$ cat config.mk
export PLATFORM = sky130hd
export DESIGN_NAME = mvd_pingpong_buf_flat
export DESIGN_NICKNAME = d
export VERILOG_FILES = /design/src/rtl/mvd_pingpong_buf_if.sv /design/src/rtl/mvd_pingpong_buf.sv /design/src/flat_wrapper.sv
export SDC_FILE = /design/constraint.sdc
export NUM_CORES = 2
export LEC_CHECK = 0
export CAP_MARGIN = 20
export CORE_AREA = 3 3 492 494
export DETAILED_ROUTE_END_ITERATION = 7
export DIE_AREA = 0 0 495 497
export PLACE_DENSITY_LB_ADDON = 0.12
export SLEW_MARGIN = 20
export SYNTH_ARGS = -nofsm -noshare
export SYNTH_HDL_FRONTEND = slang
export SYNTH_SLANG_ARGS = --single-unit
$ cat constraint.sdc
create_clock -name clk -period 4.7 [get_ports clk]
set_input_delay 0.705 -clock clk [delete_from_list [all_inputs] [get_ports clk]]
set_output_delay 0.705 -clock clk [all_outputs]
set_load 0.05 [all_outputs]
$ cat src/rtl/mvd_pingpong_buf_if.sv
// Bundle of write-side, read-side and status signals of the MVD ping-pong buffer.
// The slave modport is the buffer itself; the master modport is the producer/consumer side.
// Signal names carry the direction they have at the buffer (_i into it, _o out of it).
interface mvd_pingpong_buf_if #(
  parameter int MVD_W = 11,
  parameter int AW    = 6
);
  localparam int DW = 2*MVD_W + 1;

  // write side (MC/MVD stage)
  logic          mvd_wen_i;
  logic [AW-1:0] mvd_waddr_i;
  logic [DW-1:0] mvd_wdata_i;
  logic          wr_done_i;
  logic          wr_ready_o;

  // read side (entropy-coding stage)
  logic          rd_en_i;
  logic [AW-1:0] rd_addr_i;
  logic          rd_done_i;
  logic          rd_valid_o;
  logic [DW-1:0] rd_data_o;
  logic          rd_hit_o;

  // sticky error status
  logic          err_ovf_o;
  logic          err_udf_o;

  modport master (
    output mvd_wen_i, mvd_waddr_i, mvd_wdata_i, wr_done_i,
    output rd_en_i, rd_addr_i, rd_done_i,
    input  wr_ready_o, rd_valid_o, rd_data_o, rd_hit_o,
    input  err_ovf_o, err_udf_o
  );

  modport slave (
    input  mvd_wen_i, mvd_waddr_i, mvd_wdata_i, wr_done_i,
    input  rd_en_i, rd_addr_i, rd_done_i,
    output wr_ready_o, rd_valid_o, rd_data_o, rd_hit_o,
    output err_ovf_o, err_udf_o
  );
endinterface

$ cat src/rtl/mvd_pingpong_buf.sv
// Two-bank ping-pong store of per-PU MVD/mvp entries between the MVD and entropy-coding stages.
// Latency: read data and hit flag registered, valid exactly 1 cycle after rd_en_i.
// Backpressure: wr_ready_o low when both banks are full (writes dropped); rd_valid_o low when none is.
module mvd_pingpong_buf #(
  parameter int MVD_W = 11,
  parameter int AW    = 6
) (
  input  logic                clk,
  input  logic                rstn,   // asynchronous, active-high
  mvd_pingpong_buf_if.slave   bus
);

  localparam int DW    = 2*MVD_W + 1;
  localparam int DEPTH = 1 << AW;

  // ---------------------------------------------------------------------------
  // State
  // ---------------------------------------------------------------------------
  logic                      r_wp;          // bank currently being filled
  logic                      r_rp;          // bank currently being drained
  logic [1:0]                r_cnt;         // number of full banks, 0..2
  logic [1:0][DEPTH-1:0]     r_vld;         // per-bank, per-entry written flags
  logic [DW-1:0]             r_mem [2][DEPTH];
  logic [DW-1:0]             r_rd_data;
  logic                      r_rd_hit;
  logic                      r_ovf;
  logic                      r_udf;

  // ---------------------------------------------------------------------------
  // Next-state wires
  // ---------------------------------------------------------------------------
  logic                      w_full;
  logic                      w_empty;
  logic                      w_wr_acc;      // entry write accepted
  logic                      w_wdone_acc;   // bank completion accepted
  logic                      w_rdone_acc;   // bank release accepted
  logic                      w_ovf_evt;
  logic                      w_udf_evt;
  logic                      w_wp_nxt;
  logic                      w_rp_nxt;
  logic [1:0]                w_cnt_nxt;
  logic [1:0][DEPTH-1:0]     w_vld_nxt;
  logic [DW-1:0]             w_rd_data_nxt;
  logic                      w_rd_hit_nxt;

  // Accept/reject decisions all use the pre-edge count, so a completion and a
  // release in the same cycle are judged independently: at cnt==2 only the
  // release is honoured, at cnt==0 only the completion.
  always_comb begin
    w_full      = (r_cnt == 2'd2);
    w_empty     = (r_cnt == 2'd0);
    w_wr_acc    = bus.mvd_wen_i & ~w_full;
    w_wdone_acc = bus.wr_done_i & ~w_full;
    w_rdone_acc = bus.rd_done_i & ~w_empty;
    w_ovf_evt   = bus.wr_done_i &  w_full;
    w_udf_evt   = bus.rd_done_i &  w_empty;
  end

  // Pointer and fill-count update; simultaneous completion and release nets to zero.
  always_comb begin
    w_wp_nxt  = r_wp ^ w_wdone_acc;
    w_rp_nxt  = r_rp ^ w_rdone_acc;
    w_cnt_nxt = r_cnt;
    case ({w_wdone_acc, w_rdone_acc})
      2'b10:   w_cnt_nxt = r_cnt + 2'd1;
      2'b01:   w_cnt_nxt = r_cnt - 2'd1;
      default: w_cnt_nxt = r_cnt;
    endcase
  end

  // Valid-bit update: release clears the whole drained bank, then an accepted
  // write sets its entry, so a write into that same bank would win.
  always_comb begin
    w_vld_nxt = r_vld;
    if (w_rdone_acc) begin
      w_vld_nxt[r_rp] = '0;
    end
    if (w_wr_acc) begin
      w_vld_nxt[r_wp][bus.mvd_waddr_i] = 1'b1;
    end
  end

  // Read path: sample the drained bank, or return zeros when nothing is full;
  // outputs hold when no read is requested.
  always_comb begin
    w_rd_data_nxt = r_rd_data;
    w_rd_hit_nxt  = r_rd_hit;
    if (bus.rd_en_i) begin
      if (w_empty) begin
        w_rd_data_nxt = '0;
        w_rd_hit_nxt  = 1'b0;
      end else begin
        w_rd_data_nxt = r_mem[r_rp][bus.rd_addr_i];
        w_rd_hit_nxt  = r_vld[r_rp][bus.rd_addr_i];
      end
    end
  end

  // Control, valid bits, read register and sticky flags; reset discards all banks at once.
  always_ff @(posedge clk or posedge rstn) begin
    if (rstn) begin
      r_wp      <= 1'b0;
      r_rp      <= 1'b0;
      r_cnt     <= 2'd0;
      r_vld     <= '0;
      r_rd_data <= '0;
      r_rd_hit  <= 1'b0;
      r_ovf     <= 1'b0;
      r_udf     <= 1'b0;
    end else begin
      r_wp      <= w_wp_nxt;
      r_rp      <= w_rp_nxt;
      r_cnt     <= w_cnt_nxt;
      r_vld     <= w_vld_nxt;
      r_rd_data <= w_rd_data_nxt;
      r_rd_hit  <= w_rd_hit_nxt;
      r_ovf     <= r_ovf | w_ovf_evt;
      r_udf     <= r_udf | w_udf_evt;
    end
  end

  // Entry storage has no reset so it can map onto a dual-port RAM; the read
  // register above sees the pre-write contents (read-before-write).
  always_ff @(posedge clk) begin
    if (w_wr_acc) begin
      r_mem[r_wp][bus.mvd_waddr_i] <= bus.mvd_wdata_i;
    end
  end

  // Status outputs straight from registered state.
  assign bus.wr_ready_o = ~w_full;
  assign bus.rd_valid_o = ~w_empty;
  assign bus.rd_data_o  = r_rd_data;
  assign bus.rd_hit_o   = r_rd_hit;
  assign bus.err_ovf_o  = r_ovf;
  assign bus.err_udf_o  = r_udf;

endmodule

$ cat src/flat_wrapper.sv
// flat-port wrapper written by rule: the top's interface ports become plain ports
module mvd_pingpong_buf_flat 
#(
  parameter int MVD_W = 11,
  parameter int AW    = 6
)
  (clk, rstn, bus_mvd_wen_i, bus_mvd_waddr_i, bus_mvd_wdata_i, bus_wr_done_i, bus_rd_en_i, bus_rd_addr_i, bus_rd_done_i, bus_wr_ready_o, bus_rd_valid_o, bus_rd_data_o, bus_rd_hit_o, bus_err_ovf_o, bus_err_udf_o);
  mvd_pingpong_buf_if #(.MVD_W(MVD_W), .AW(AW)) bus_i ();
  input  logic clk;
  input  logic rstn;
  input wire logic [$bits(bus_i.mvd_wen_i)-1:0] bus_mvd_wen_i;
  input wire logic [$bits(bus_i.mvd_waddr_i)-1:0] bus_mvd_waddr_i;
  input wire logic [$bits(bus_i.mvd_wdata_i)-1:0] bus_mvd_wdata_i;
  input wire logic [$bits(bus_i.wr_done_i)-1:0] bus_wr_done_i;
  input wire logic [$bits(bus_i.rd_en_i)-1:0] bus_rd_en_i;
  input wire logic [$bits(bus_i.rd_addr_i)-1:0] bus_rd_addr_i;
  input wire logic [$bits(bus_i.rd_done_i)-1:0] bus_rd_done_i;
  output wire logic [$bits(bus_i.wr_ready_o)-1:0] bus_wr_ready_o;
  output wire logic [$bits(bus_i.rd_valid_o)-1:0] bus_rd_valid_o;
  output wire logic [$bits(bus_i.rd_data_o)-1:0] bus_rd_data_o;
  output wire logic [$bits(bus_i.rd_hit_o)-1:0] bus_rd_hit_o;
  output wire logic [$bits(bus_i.err_ovf_o)-1:0] bus_err_ovf_o;
  output wire logic [$bits(bus_i.err_udf_o)-1:0] bus_err_udf_o;
  assign bus_i.mvd_wen_i = bus_mvd_wen_i;
  assign bus_i.mvd_waddr_i = bus_mvd_waddr_i;
  assign bus_i.mvd_wdata_i = bus_mvd_wdata_i;
  assign bus_i.wr_done_i = bus_wr_done_i;
  assign bus_i.rd_en_i = bus_rd_en_i;
  assign bus_i.rd_addr_i = bus_rd_addr_i;
  assign bus_i.rd_done_i = bus_rd_done_i;
  assign bus_wr_ready_o = bus_i.wr_ready_o;
  assign bus_rd_valid_o = bus_i.rd_valid_o;
  assign bus_rd_data_o = bus_i.rd_data_o;
  assign bus_rd_hit_o = bus_i.rd_hit_o;
  assign bus_err_ovf_o = bus_i.err_ovf_o;
  assign bus_err_udf_o = bus_i.err_udf_o;
  mvd_pingpong_buf #(.MVD_W(MVD_W), .AW(AW)) u_core (.clk(clk), .rstn(rstn), .bus(bus_i));
endmodule
==> metrics.md <==
| Metric | Value |
|---|---|
| Final ANT Viol Nets | 0 |
| Avg WL per Cell | 34.4 um |
| Arr. time, crit path | 4840 ps |
| Bufs and invs on worst path | 3 |
| Max Cap Violations | 0 |
| Clock Latency Late Sink | 960 ps |
| CTS tree | done |
| Total GRT Usage | 0.257 |
| Area growth from synthesis to layout | 14.6% |
| Routability congestion estimate | 0.888 |
| Clock share of power | 0.373 |
| RSZ-0062 raised after global routing | no |
| CP startpoint kind | flop |
| Fin crit period | 4050 ps |
| Gates resized, CTS repair | 0 |
| Fin worst setup slack | 652 ps |
| Max Slew Vio Count | 0 |
| Rows | 179 |
| CTS max path bufs | 4 |
| DRT Pass-1 Iters | 6 |
| I/O pin total | between 60 and 70 |
| Final clock skew | 50.9 ps |
| CP Cell Sequence | buf_12, buf_4, mux4_2, and2_1, a211oi_1, o41ai_1, buf_4, a211oi_1, o21ai_1 |
| Number of synthesized flops with an enable pin | 2944 |
| Via Count | 57844 |
| Primary FF master, synth | edfxtp_1 |
| Power density cells | 491 mW/mm2 |
| CTS Buf Count | 329 |
| Leakage | approximately 44 nW |
| Total Wirelength | 315000 um |
| Critical-path top delay cell | dfrtp_4 |
| Hold violation total from the final report | 0 |
| Worst VDD drop | 430 uV |
| Mapped Cells | 5292 |
| Yosys cell types | 48 |
| Data required, critical path | around 5500 ps |
| Starting Density | 0.499 |
| Most common library cells after synthesis | edfxtp_1, mux4_2, dfrtp_1 |
| CTS H-Tree Depth | 5 |
| Status | complete, no violations |
| Reg area | 0.0924 mm2 |
| Top-count cell post-synth | edfxtp_1 |
| Fin crit share | 0.861 |
| Area of the multi-input gates | 0.0253 mm2 |
| Slew HR | 0.149 |
| NetSw | 0.0166 W |
| Total gr overflow | 0 |
| Top-area cell type share of the netlist area | 0.745 |
| Worst slew pin tran | 1260 ps |
| Clock root buffer | clkbuf_16 |
| Post-synth ARST share | 0.0509 |
| Leading post-synthesis cells by cell area | edfxtp_1, mux4_2, dfrtp_1 |
| CP top delay family | compound AO/OA/AOI/OAI gates |
| Filler cell count | 17363 |
| YS warnings | 0 |
| Post-CTS Hold Buffers | 1 |
| First-pass GRT wire length | 446000 um |
| Die X | 495 um |
| Initial antenna violation count | 30 |
| Clock sinks | 3102 |
| Largest net degree at the start of global routing | 92 |
| Setup Buffers After CTS | 0 |
| Combinational Power Share | 0.163 |
| Core area | 0.238 mm2 |
| DRT iter0 DRCs | 7011 |
| Layout Cells excl Fill | 9166 |
| Vias in the first global route | ~58000 |
| Setup violations, final | 0 |
| Syn Area/Cell | 22.4 um2 |
| Crit path kind | flop to flop |
| Reg power frac | 0.463 |
| Setup TNS | 0 ps |
| Worst-path maximum fanout | 24 |
| Synthesized cell area | 0.119 mm2 |
| Net Sw Frac | 0.249 |
| CTS clk-pin slew, worst paths | ~60 ps |
| # DRC | 0 |
| Internal power | 0.0501 W |
| DP HPWL | ~190000 um |
| Vias per cell | roughly 6.3 |
| Worst hold path type | primary input to flop |
| Layout cells sized above 1 | 0.296 |
| PortBufs | 68 |
| Syn nets | 5334 |
| Synth Register Bits | 3102 |
| Nets@finish | 5783 |
| Place WS | ~450 ps |
| DIE HEIGHT | 497 um |
| Leading area contributor after synthesis | edfxtp_1 |
| Worst hold slack | 93.4 ps |
| Max Freq | between 200 and 250 MHz |
| DP Cell Count | 8574 |
| Power, Total | 0.0668 W |
| CP endpoint kind | flop |
| Max incr delay on CP | roughly 920 ps |
| Sequential area share after synthesis | 0.778 |
| Die area | 0.246 mm2 |
## cell families (layout without fill, tap and decap cells)
kind of cell / Yosys count / in the layout / synth area share
fa+ha+maj: 1 / 1 / 0.000105
other cells: 0 / 11 / 0
buf+inv: 354 / 1050 / 0.0138
xor+xnor: 4 / 4 / 0.000295
compound gates: 541 / 541 / 0.0333
mux: 918 / 918 / 0.160
simple gates: 372 / 372 / 0.0144
flops: 3102 / 3102 / 0.778
## through the flow
| stage | cell area [um2] | util |
|---|---|---|
| 4_1_cts | 136000 | 0.572 |
| 2_1_floorplan | 119000 | - |
| 6_report | 136000 | 0.572 |
| 5_1_grt | 136000 | 0.572 |
| 3_3_place_gp | 126000 | 0.528 |
| 3_5_place_dp | 126000 | 0.528 |
## final cells by class
cell class                 count  share of cell area
inverter                      53             0.00153
clock inverter               150             0.00985
tap                         3167              0.0291
sequential                  3102               0.679
antenna                       11            0.000202
multi-input combinational   1836               0.186
timing repair buffer         419              0.0287
clock buffer                 428              0.0658
## worst reg2reg max path, cell delays in order, from the launching register on
cell	delay [ps]
dfrtp_4	920
buf_12	320
buf_4	400
mux4_2	580
and2_1	170
a211oi_1	730
o41ai_1	320
buf_4	230
a211oi_1	170
o21ai_1	90
## sequential cells by signal (all words and copies together) (netlist names), 2 cells and up
name                  count
u_core.r_mem           2944
u_core.r_cnt              2
u_core.bus.rd_data_o     23
u_core.r_vld            128
## routing by layer
| layer | part of all wire | vias up | GRT usage | wire, um |
|---|---|---|---|---|
| met3 | 0.083 | 392 | 0.0514 | 26000 |
| met2 | 0.47 | 2476 | 0.389 | 148000 |
| met5 | 0.000070 | - | 0 | 22 |
| li1 | - | 23388 | - | - |
| met4 | 0.035 | 4 | 0.0858 | 11200 |
| met1 | 0.41 | 31584 | 0.378 | 130000 |
## placed cells by master, fill, tap and decap left out, drive strengths merged, types with 4 or more instances in the layout
cell type      count
o41ai             23
mux2i            109
nand3             56
nor2             145
clkinv           118
bufinv            23
a31oi             23
and2              49
o22ai             24
nand4              6
clkinvlp           5
a211oi            70
o211ai            22
diode             11
edfxtp          2944
a21o             129
mux4             785
mux2              24
a22oi             99
clkbuf           428
o221ai            70
buf              377
nor2b             31
dfrtp            158
a21oi             24
inv               57
nand2b             4
nand2             76
o21ai             48
clkdlybuf4s50     41
## worst paths after layout
check                                startpoint  cells after the start  slack [ps]                       end
hold / removal              bus_mvd_wdata_i[14]                      1          90       u_core.r_mem[0][83]
setup reg to reg                    u_core.r_rp                      9         650  u_core.bus.rd_data_o[13]
max in group asynchronous                  rstn                      3        3270          u_core.r_vld[93]
setup / recovery                    u_core.r_rp                      9         650  u_core.bus.rd_data_o[13]
hold reg to reg            u_core.bus.err_udf_o                      1         470      u_core.bus.err_udf_o
min in group asynchronous                  rstn                      2         390          u_core.r_vld[96]
## power groups by stage
stage / clock network [W] / registers (W) / logic [W]
5_1_grt: 0.0265 / 0.0309 / 0.0115
3_5_place_dp: 0 / 0.0315 / 0.0110
6_report: 0.0249 / 0.0309 / 0.0109
3_3_place_gp: 0 / 0.0315 / 0.0110
2_1_floorplan: 0 / 0.0315 / 0.00706
4_1_cts: 0.0254 / 0.0309 / 0.0110
(Power assumes the default switching activity.)
